File: config.mk
export PLATFORM = sky130hd
export DESIGN_NAME = nco_freq_meas
export DESIGN_NICKNAME = d
export VERILOG_FILES = /design/src/rtl/nco_freq_meas.sv
export SDC_FILE = /design/constraint.sdc
export NUM_CORES = 1
export LEC_CHECK = 0
export BUFFER_PORTS_ARGS = -buffer_cell sky130_fd_sc_hd__buf_2
export CORE_ASPECT_RATIO = 2
export CORE_MARGIN = 5
export CORE_UTILIZATION = 48
export DETAILED_ROUTE_END_ITERATION = 7
export PLACE_DENSITY = 0.79
export SYNTH_ARGS = -nofsm -noshare
export SYNTH_HDL_FRONTEND = slang
export SYNTH_SLANG_ARGS = --single-unit
File: constraint.sdc
create_clock -name clk -period 2.78 [get_ports clk]
set_clock_uncertainty 0.15 [all_clocks]
set_input_delay 0.556 -clock clk [delete_from_list [all_inputs] [get_ports clk]]
set_output_delay 0.556 -clock clk [all_outputs]
set_load 0.01 [all_outputs]
File: src/rtl/nco_freq_meas.sv
// nco_freq_meas: estimates an NCO phase increment from its sine output by timing NPER rising
// zero crossings (with hysteresis) and dividing 2^(APR+LOG2NPER) by the period sample count.
module nco_freq_meas #(
  parameter int MPR      = 24,
  parameter int APR      = 16,
  parameter int LOG2NPER = 4,
  parameter int CW       = 24,
  parameter int HYST     = 256
) (
  input  logic           clk,
  input  logic           reset,
  input  logic           clken,
  input  logic [MPR-1:0] fsin_i,
  input  logic           in_valid,
  output logic [APR-1:0] phi_inc_o,
  output logic           out_valid,
  output logic           busy,
  output logic           no_signal
);
  localparam int KW = $clog2(APR + 1);
  localparam logic signed [MPR-1:0] HP = MPR'(HYST);
  localparam logic signed [MPR-1:0] HN = -HP;
  localparam logic [LOG2NPER:0] NX_END = (LOG2NPER + 1)'(1 << LOG2NPER);
  typedef enum logic [1:0] {IDLE, MEAS, DIV} state_t;
  state_t          state_q, state_d;
  logic            armed_q, armed_d, sat_q, sat_d, ov_q, ov_d, ns_q, ns_d;
  logic [CW-1:0]   cnt_q, cnt_d, t_q, t_d, rem_q, rem_d, cnt_inc;
  logic [LOG2NPER:0] nx_q, nx_d, nx_inc;
  logic [APR-1:0]  quo_q, quo_d, phi_q, phi_d;
  logic [KW-1:0]   k_q, k_d;
  logic [CW:0]     rem_sh;
  logic            take, neg, pos, xing, ge;
  assign take    = in_valid && state_q != DIV;
  assign neg     = $signed(fsin_i) < HN;
  assign pos     = $signed(fsin_i) >= HP;
  assign xing    = take && armed_q && pos;
  assign cnt_inc = cnt_q + CW'(1);
  assign nx_inc  = nx_q + (LOG2NPER + 1)'(1);
  // Remainder stays below T, so one extra bit holds the shifted value for the trial subtract.
  assign rem_sh  = {rem_q, 1'b0};
  assign ge      = rem_sh >= {1'b0, t_q};
  always_comb begin
    state_d = state_q;
    armed_d = take ? (neg || (armed_q && !pos)) : armed_q;
    cnt_d   = cnt_q;
    nx_d    = nx_q;
    t_d     = t_q;
    rem_d   = rem_q;
    quo_d   = quo_q;
    k_d     = k_q;
    sat_d   = sat_q;
    phi_d   = phi_q;
    ns_d    = ns_q;
    ov_d    = 1'b0;
    case (state_q)
      IDLE: if (xing) begin
        state_d = MEAS;
        cnt_d   = '0;
        nx_d    = '0;
      end
      MEAS: if (take) begin
        cnt_d = cnt_inc;
        nx_d  = xing ? nx_inc : nx_q;
        if (xing && nx_inc == NX_END) begin
          state_d = DIV;
          t_d     = cnt_inc;
          rem_d   = CW'(1 << LOG2NPER);
          quo_d   = '0;
          k_d     = '0;
          sat_d   = cnt_inc <= CW'(1 << LOG2NPER);
        end else if (cnt_inc == '1) begin
          state_d = IDLE;
          ns_d    = 1'b1;
          armed_d = 1'b0;
        end
      end
      DIV: if (k_q == KW'(APR)) begin
        state_d = IDLE;
        phi_d   = sat_q ? '1 : quo_q;
        ov_d    = 1'b1;
        ns_d    = 1'b0;
        armed_d = 1'b0;
      end else begin
        rem_d = ge ? CW'(rem_sh - {1'b0, t_q}) : rem_sh[CW-1:0];
        quo_d = APR'({quo_q, ge});
        k_d   = k_q + KW'(1);
      end
      default: state_d = IDLE;
    endcase
  end
  always_ff @(posedge clk) begin
    if (reset) begin
      state_q <= IDLE;
      armed_q <= 1'b0;
      cnt_q   <= '0;
      nx_q    <= '0;
      t_q     <= '0;
      rem_q   <= '0;
      quo_q   <= '0;
      k_q     <= '0;
      sat_q   <= 1'b0;
      phi_q   <= '0;
      ov_q    <= 1'b0;
      ns_q    <= 1'b0;
    end else if (clken) begin
      state_q <= state_d;
      armed_q <= armed_d;
      cnt_q   <= cnt_d;
      nx_q    <= nx_d;
      t_q     <= t_d;
      rem_q   <= rem_d;
      quo_q   <= quo_d;
      k_q     <= k_d;
      sat_q   <= sat_d;
      phi_q   <= phi_d;
      ov_q    <= ov_d;
      ns_q    <= ns_d;
    end
  end
  assign phi_inc_o = phi_q;
  assign out_valid = ov_q;
  assign busy      = state_q != IDLE;
  assign no_signal = ns_q;
endmodule

Word-level counts from Yosys, hierarchy flattened

Cells that the tools add are included.

Flip-flop bits (word level): 120
Output and inout port bits: 19

Add/subtract/negate cells: 4
$lt $le $gt $ge: 4
Equal/unequal tests: 15
Multiplexer cells: 40
Reductions and logical operators: 18

Operator list:

| operator                                                        | number |
|---|---|
| two-way mux 24 bit                                              | 6 |
| one-hot mux 24 bit (2 select lines)                             | 2 |
| two-way mux 16 bit                                              | 4 |
| one-hot mux 16 bit (2 select lines)                             | 1 |
| two-way mux 5 bit                                               | 6 |
| >= comparator 25 x 24 -> 1 bit                                  | 1 |
| adder 24 x 1 -> 24 bit, second input constant                   | 1 |
| equality test 24 bit, second input constant                     | 1 |
| >= comparator 24 x 10 -> 1 bit, second input constant           | 1 |
| less-or-equal comparator 24 x 5 -> 1 bit, second input constant | 1 |
| less-than comparator 24 x 9 -> 1 bit, second input constant     | 1 |
| subtractor 24 bit                                               | 1 |
| one-hot mux 5 bit (2 select lines)                              | 2 |
| != test 2 bit, second input constant                            | 9 |
| AND reduction 5 bit                                             | 3 |
| two-way mux 1 bit                                               | 11 |
| adder 5 x 1 -> 5 bit, second input constant                     | 2 |
| equality test 5 bit, second input constant                      | 2 |
| two-way mux 2 bit                                               | 5 |
| AND reduction 4 bit                                             | 2 |
| one-hot mux 2 bit (3 select lines)                              | 1 |
| AND reduction 6 bit                                             | 1 |
| nonzero test 2 bit                                              | 3 |
| logical AND 1 bit                                               | 5 |
| other kinds (8)                                                 | 9 |

Logic depth before layout (Yosys ltp)

Depth after elaboration: 9
Gate-level depth with buffers: 12

Worst setup path before layout

No wires, ideal clock.

Path kind: register to register
From: reg cnt_q[0]
To: reg state_q[1]
Library setup time: 128 ps
Arrival time: 2401 ps
Data required time: 2502 ps
Setup slack: 101 ps
Stages on the path, launching flop included: 10
Buffers on the path: 0
Period minus slack after synthesis: 2679 ps
Cell sequence: dfxtp_1 -> ha_1 -> nand4_2 -> or4_4 -> nor4_2 -> o2111ai_2 -> a2111oi_4 -> o21ai_1 -> a32oi_1 -> nor2_1

Cells in the longest elaborated chain, start to end: 4

RTL lines:

| item                          | RTL line | source |
|---|---|---|
| start, declared               | 27       | `logic [CW-1:0] cnt_q, cnt_d, t_q, t_d, rem_q, rem_d, cnt_inc;` |
| start signal, assigned        | 108      | `cnt_q <= cnt_d;` |
| adder 24 x 1 -> 24 bit        | 37       | `assign cnt_inc = cnt_q + CW'(1);` |
| equality test 24 bit          | 71       | `end else if (cnt_inc == '1) begin` |
| != test 3 bit (no line)       | --       |  |
| AND reduction 5 bit (no line) | --       |  |
| end signal, assigned          | 106      | `state_q <= state_d;` |
| end, declared                 | 25       | `state_t state_q, state_d;` |

No other way between the ends.
A chain may end at the register's enable or synchronous reset.

Final worst setup path

From: reg cnt_q[0]
To: reg state_q[1]

Cells in the longest elaborated chain, start to end: 4

RTL lines:

| item                          | RTL line |
|---|---|
| adder 24 x 1 -> 24 bit        | 37 |
| via cnt_inc[0]                | 27 |
| equality test 24 bit          | 71 |
| != test 3 bit (no line)       | -- |
| AND reduction 5 bit (no line) | -- |

The timed path passes the listed nets, and every way through them passes these cells.

==> flow_summary.rst <==
.. list-table::
   :header-rows: 1

   * - Metric
     - Value
   * - Result of the run
     - finished clean
   * - Std cell rows
     - 62
   * - Post-synthesis sequential element count
     - 120
   * - Maximum fanout along the worst path
     - 6
   * - Via count of the first global-routing pass
     - 7,003
   * - Ratio of total power to cell area
     - around 490 nW/µm²
   * - Root cell of the clock tree
     - sky130_fd_sc_hd__clkbuf_16
   * - Total global routing overflow
     - 0
   * - Final hold slack
     - slightly below 0.3 ns
   * - Predominant post-synthesis flop cell
     - sky130_fd_sc_hd__dfxtp_1
   * - Initial standard-cell utilization of the core
     - 48.6%
   * - Initial antenna violation count
     - 0
   * - Final Critical Period
     - ~2.7 ns
   * - H-tree depth
     - 4
   * - Worst-skew pair later-pin latency
     - ~0.43 ns
   * - Net Count, Synth
     - 965
   * - Horiz. Die Dim
     - 95.2 µm
   * - GRT Total Usage
     - around a quarter
   * - Share of the cycle needed by the critical path after routing
     - ~98%
   * - Height of the die
     - approximately 180 µm
   * - Standby leakage power
     - ~3.3 nW
   * - Slew headroom
     - 56.0%
   * - Detailed-router iteration count before antenna repair
     - 8
   * - Placed cell count
     - between 1,000 and 1,500
   * - Number of warnings issued by yosys
     - 0
   * - Post-CTS Hold Fix Bufs
     - 0
   * - Peak supply drop
     - 434 µV
   * - HP Class
     - in -> reg
   * - Fin area
     - between 8000 and 9000 µm²
   * - Ranking of synthesized cells by area
     - sky130_fd_sc_hd__dfxtp_1 34%, sky130_fd_sc_hd__ha_1 5.9%, sky130_fd_sc_hd__a21oi_1 5.9%, sky130_fd_sc_hd__nand2_1 5.2%, sky130_fd_sc_hd__nor2_1 5.1%
   * - Slew at the pin with the worst max-slew slack
     - 0.660 ns
   * - Gate count of the mapped netlist
     - between 900 and 1,000
   * - Type of destination of the critical path
     - register
   * - DR vias/cell
     - 5.90
   * - Number of slew-limit violations in the final report
     - 0
   * - Synthesized cell area
     - 6970 µm²
   * - Highest-count cells in the layout ignoring fill and taps
     - 110 x sky130_fd_sc_hd__dfxtp_1, 97 x sky130_fd_sc_hd__nand2_1, 92 x sky130_fd_sc_hd__nor2_1
   * - Leading cell type in the layout, fill and taps excluded
     - sky130_fd_sc_hd__dfxtp_1
   * - DRC viols
     - 0
   * - Die Area
     - 17,200 µm²
   * - Number of standard cells in the layout, taps in and fillers out
     - 1,190
   * - Deepest clock path buffer count
     - 2
   * - DR WL/cell
     - 17.0 µm
   * - Final-report hold violation count
     - 0
   * - Mean instance size in the synthesized netlist
     - 7.72 µm²
   * - Worst hold start
     - reset
   * - Area of the core
     - 14,400 µm²
   * - Antenna-violating nets left
     - 0
   * - Max-cap violations
     - 0
   * - Cell Area, Placed
     - ~8000 µm²
   * - Post-synth top area cell
     - sky130_fd_sc_hd__dfxtp_1
   * - Total number of vias
     - roughly 7,000
   * - Crit path DAT
     - 2.87 ns
   * - Area share of the leading cell type in the synthesized netlist
     - 34.5%
   * - Post-synth EDFFs
     - 0
   * - Fin Setup TNS
     - 0 ns
   * - Critical path origin
     - cnt_q[0]$_SDFFE_PP0P_
   * - Share of synthesized flip-flops with an asynchronous set or reset
     - 0%
   * - Type of element launching the critical path
     - register
   * - Max Clk Rate
     - 368 MHz
   * - Startpoint-to-endpoint class of the critical path
     - reg -> reg
   * - Wirelength, routed
     - 20,300 µm
   * - Area grow syn2layout
     - 25.3%
   * - Detailed router's first-iteration violation count
     - 351
   * - Final weighted congestion in routability-driven placement
     - 1.01
   * - Sequential cell area fraction in the yosys report
     - 34.5%
   * - Fraction of layout cells with a size suffix above 1
     - 20.5%
   * - Reg-to-Reg Start
     - cnt_q[0]$_SDFFE_PP0P_
   * - Post-synthesis cell type count
     - 71
   * - Sink count of the clock tree
     - 120
   * - Required time reported for the critical path endpoint
     - a little under 3 ns
   * - Setup-failing EPs final
     - 0
   * - Pin count of the biggest net entering global routing
     - 55
   * - Half-perimeter wire length after placement
     - 13,900 µm
   * - NumNets Final
     - 1,047
   * - CTS Buf Count
     - 17
   * - Post-CTS clock slew at the launch and capture registers of the worst setup and hold paths
     - 0.06 ns
   * - Number of antenna repair diodes
     - 0
   * - IO Count
     - 47
   * - First-pass GRT wire length
     - 32,700 µm
   * - CTS tree
     - done
   * - IO buf count
     - 38
-- flip-flops by register name, indices dropped and copies added (netlist names) --
name	count
cnt_q	24
k_q	5
state_q	2
armed_q	1
t_q	24
quo_q	16
rem_q	24
no_signal	1
sat_q	1
phi_inc_o	16
out_valid	1
nx_q	5
-- metal layers --
| layer | routed length [µm] | share of wire [%] | track usage, % |
|---|---|---|---|
| met1 | 6980 | 34 | 23.3 |
| met4 | 1110 | 5.5 | 15.7 |
| met3 | 796 | 3.9 | 4.60 |
| met2 | 11400 | 56 | 44.2 |
| met5 | 0 | 0 | 0 |
-- where the power goes --
| group | total, mW | switching, mW | internal [mW] |
|---|---|---|---|
| Clock | 2.45 | 0.894 | 1.55 |
| Combinational | 0.119 | 0.0789 | 0.0399 |
| Sequential | 1.72 | 0.00140 | 1.72 |
| Total | 4.29 | 0.975 | 3.31 |
-- path summary, 6_finish.rpt --
kind / slack (ns) / end / cells after the start
worst max-delay path: 0.06 / state_q[1]$_SDFFE_PP0P_ / 12
worst min-delay path: 0.30 / rem_q[18]$_SDFFE_PP0P_ / 2
worst max register to register: 0.06 / state_q[1]$_SDFFE_PP0P_ / 12
worst min register to register: 0.32 / quo_q[15]$_SDFFE_PP0P_ / 2
-- stage by stage --
step / setup slack [ns] / power [mW] / util (%)
finish: 0.0597 / 4.29 / 60.9
CTS: 0.0175 / 4.31 / 59.0
global route: -0.0362 / 4.40 / 60.9
global placement: -0.0691 / 1.87 / 54.3
floorplan: 0.101 / 1.82 / -
detailed placement: -0.107 / 1.87 / 54.3
-- area by class of cell --
class / count / area [µm²]
clock buffer: 18 / 439
tap: 192 / 240
sequential: 120 / 2410
multi-input combinational: 684 / 4420
inverter: 46 / 173
clock inverter: 14 / 211
fill: 1212 / 5620
timing repair buffer: 116 / 835
-- logic make-up (layout without fill, tap and decap cells) --
group	after synthesis	count (layout)	synth area share, %
adder cells (fa/ha/maj)	34	34	6.21
AND/OR/NAND/NOR	380	380	27.2
AO/OA/AOI/OAI	215	215	19.5
flip-flops	120	120	34.5
XOR/XNOR	42	42	5.28
multiplexers	13	13	1.89
buffers and inverters	99	194	5.48
-- Yosys cell counts, drive strengths merged (12+ instances only) --
cell and count:
buf 14, inv 46, nand4 12, xor2 18, dfxtp 120, or3 16, o21ai 46, nor4 13
nor3 45, a211oi 19, mux2i 12, a21oi 82, nand3 54, xnor2 24, clkbuf 39, nand2 98
nor2 94, ha 33
-- repair_timing --
action                                  4_1_cts  5_1_grt
gates resized for setup                       5       55
setup buffers                                 1        4
pin swaps                                     2       22
endpoints found under the setup margin       11       28
hold endpoints to repair                      0        0
-- critical path, cell delays in order, from the launching register on --
cell	delay (ns)
sky130_fd_sc_hd__dfxtp_2	0.34
sky130_fd_sc_hd__buf_6	0.13
sky130_fd_sc_hd__inv_2	0.06
sky130_fd_sc_hd__ha_4	0.11
sky130_fd_sc_hd__nand4_1	0.12
sky130_fd_sc_hd__or4_4	0.55
sky130_fd_sc_hd__a21oi_4	0.17
sky130_fd_sc_hd__o2111ai_2	0.17
sky130_fd_sc_hd__a2111oi_4	0.23
sky130_fd_sc_hd__buf_4	0.21
sky130_fd_sc_hd__o21ai_2	0.07
sky130_fd_sc_hd__a32oi_1	0.21
sky130_fd_sc_hd__nor2_1	0.07
(Power assumes the default switching activity.)
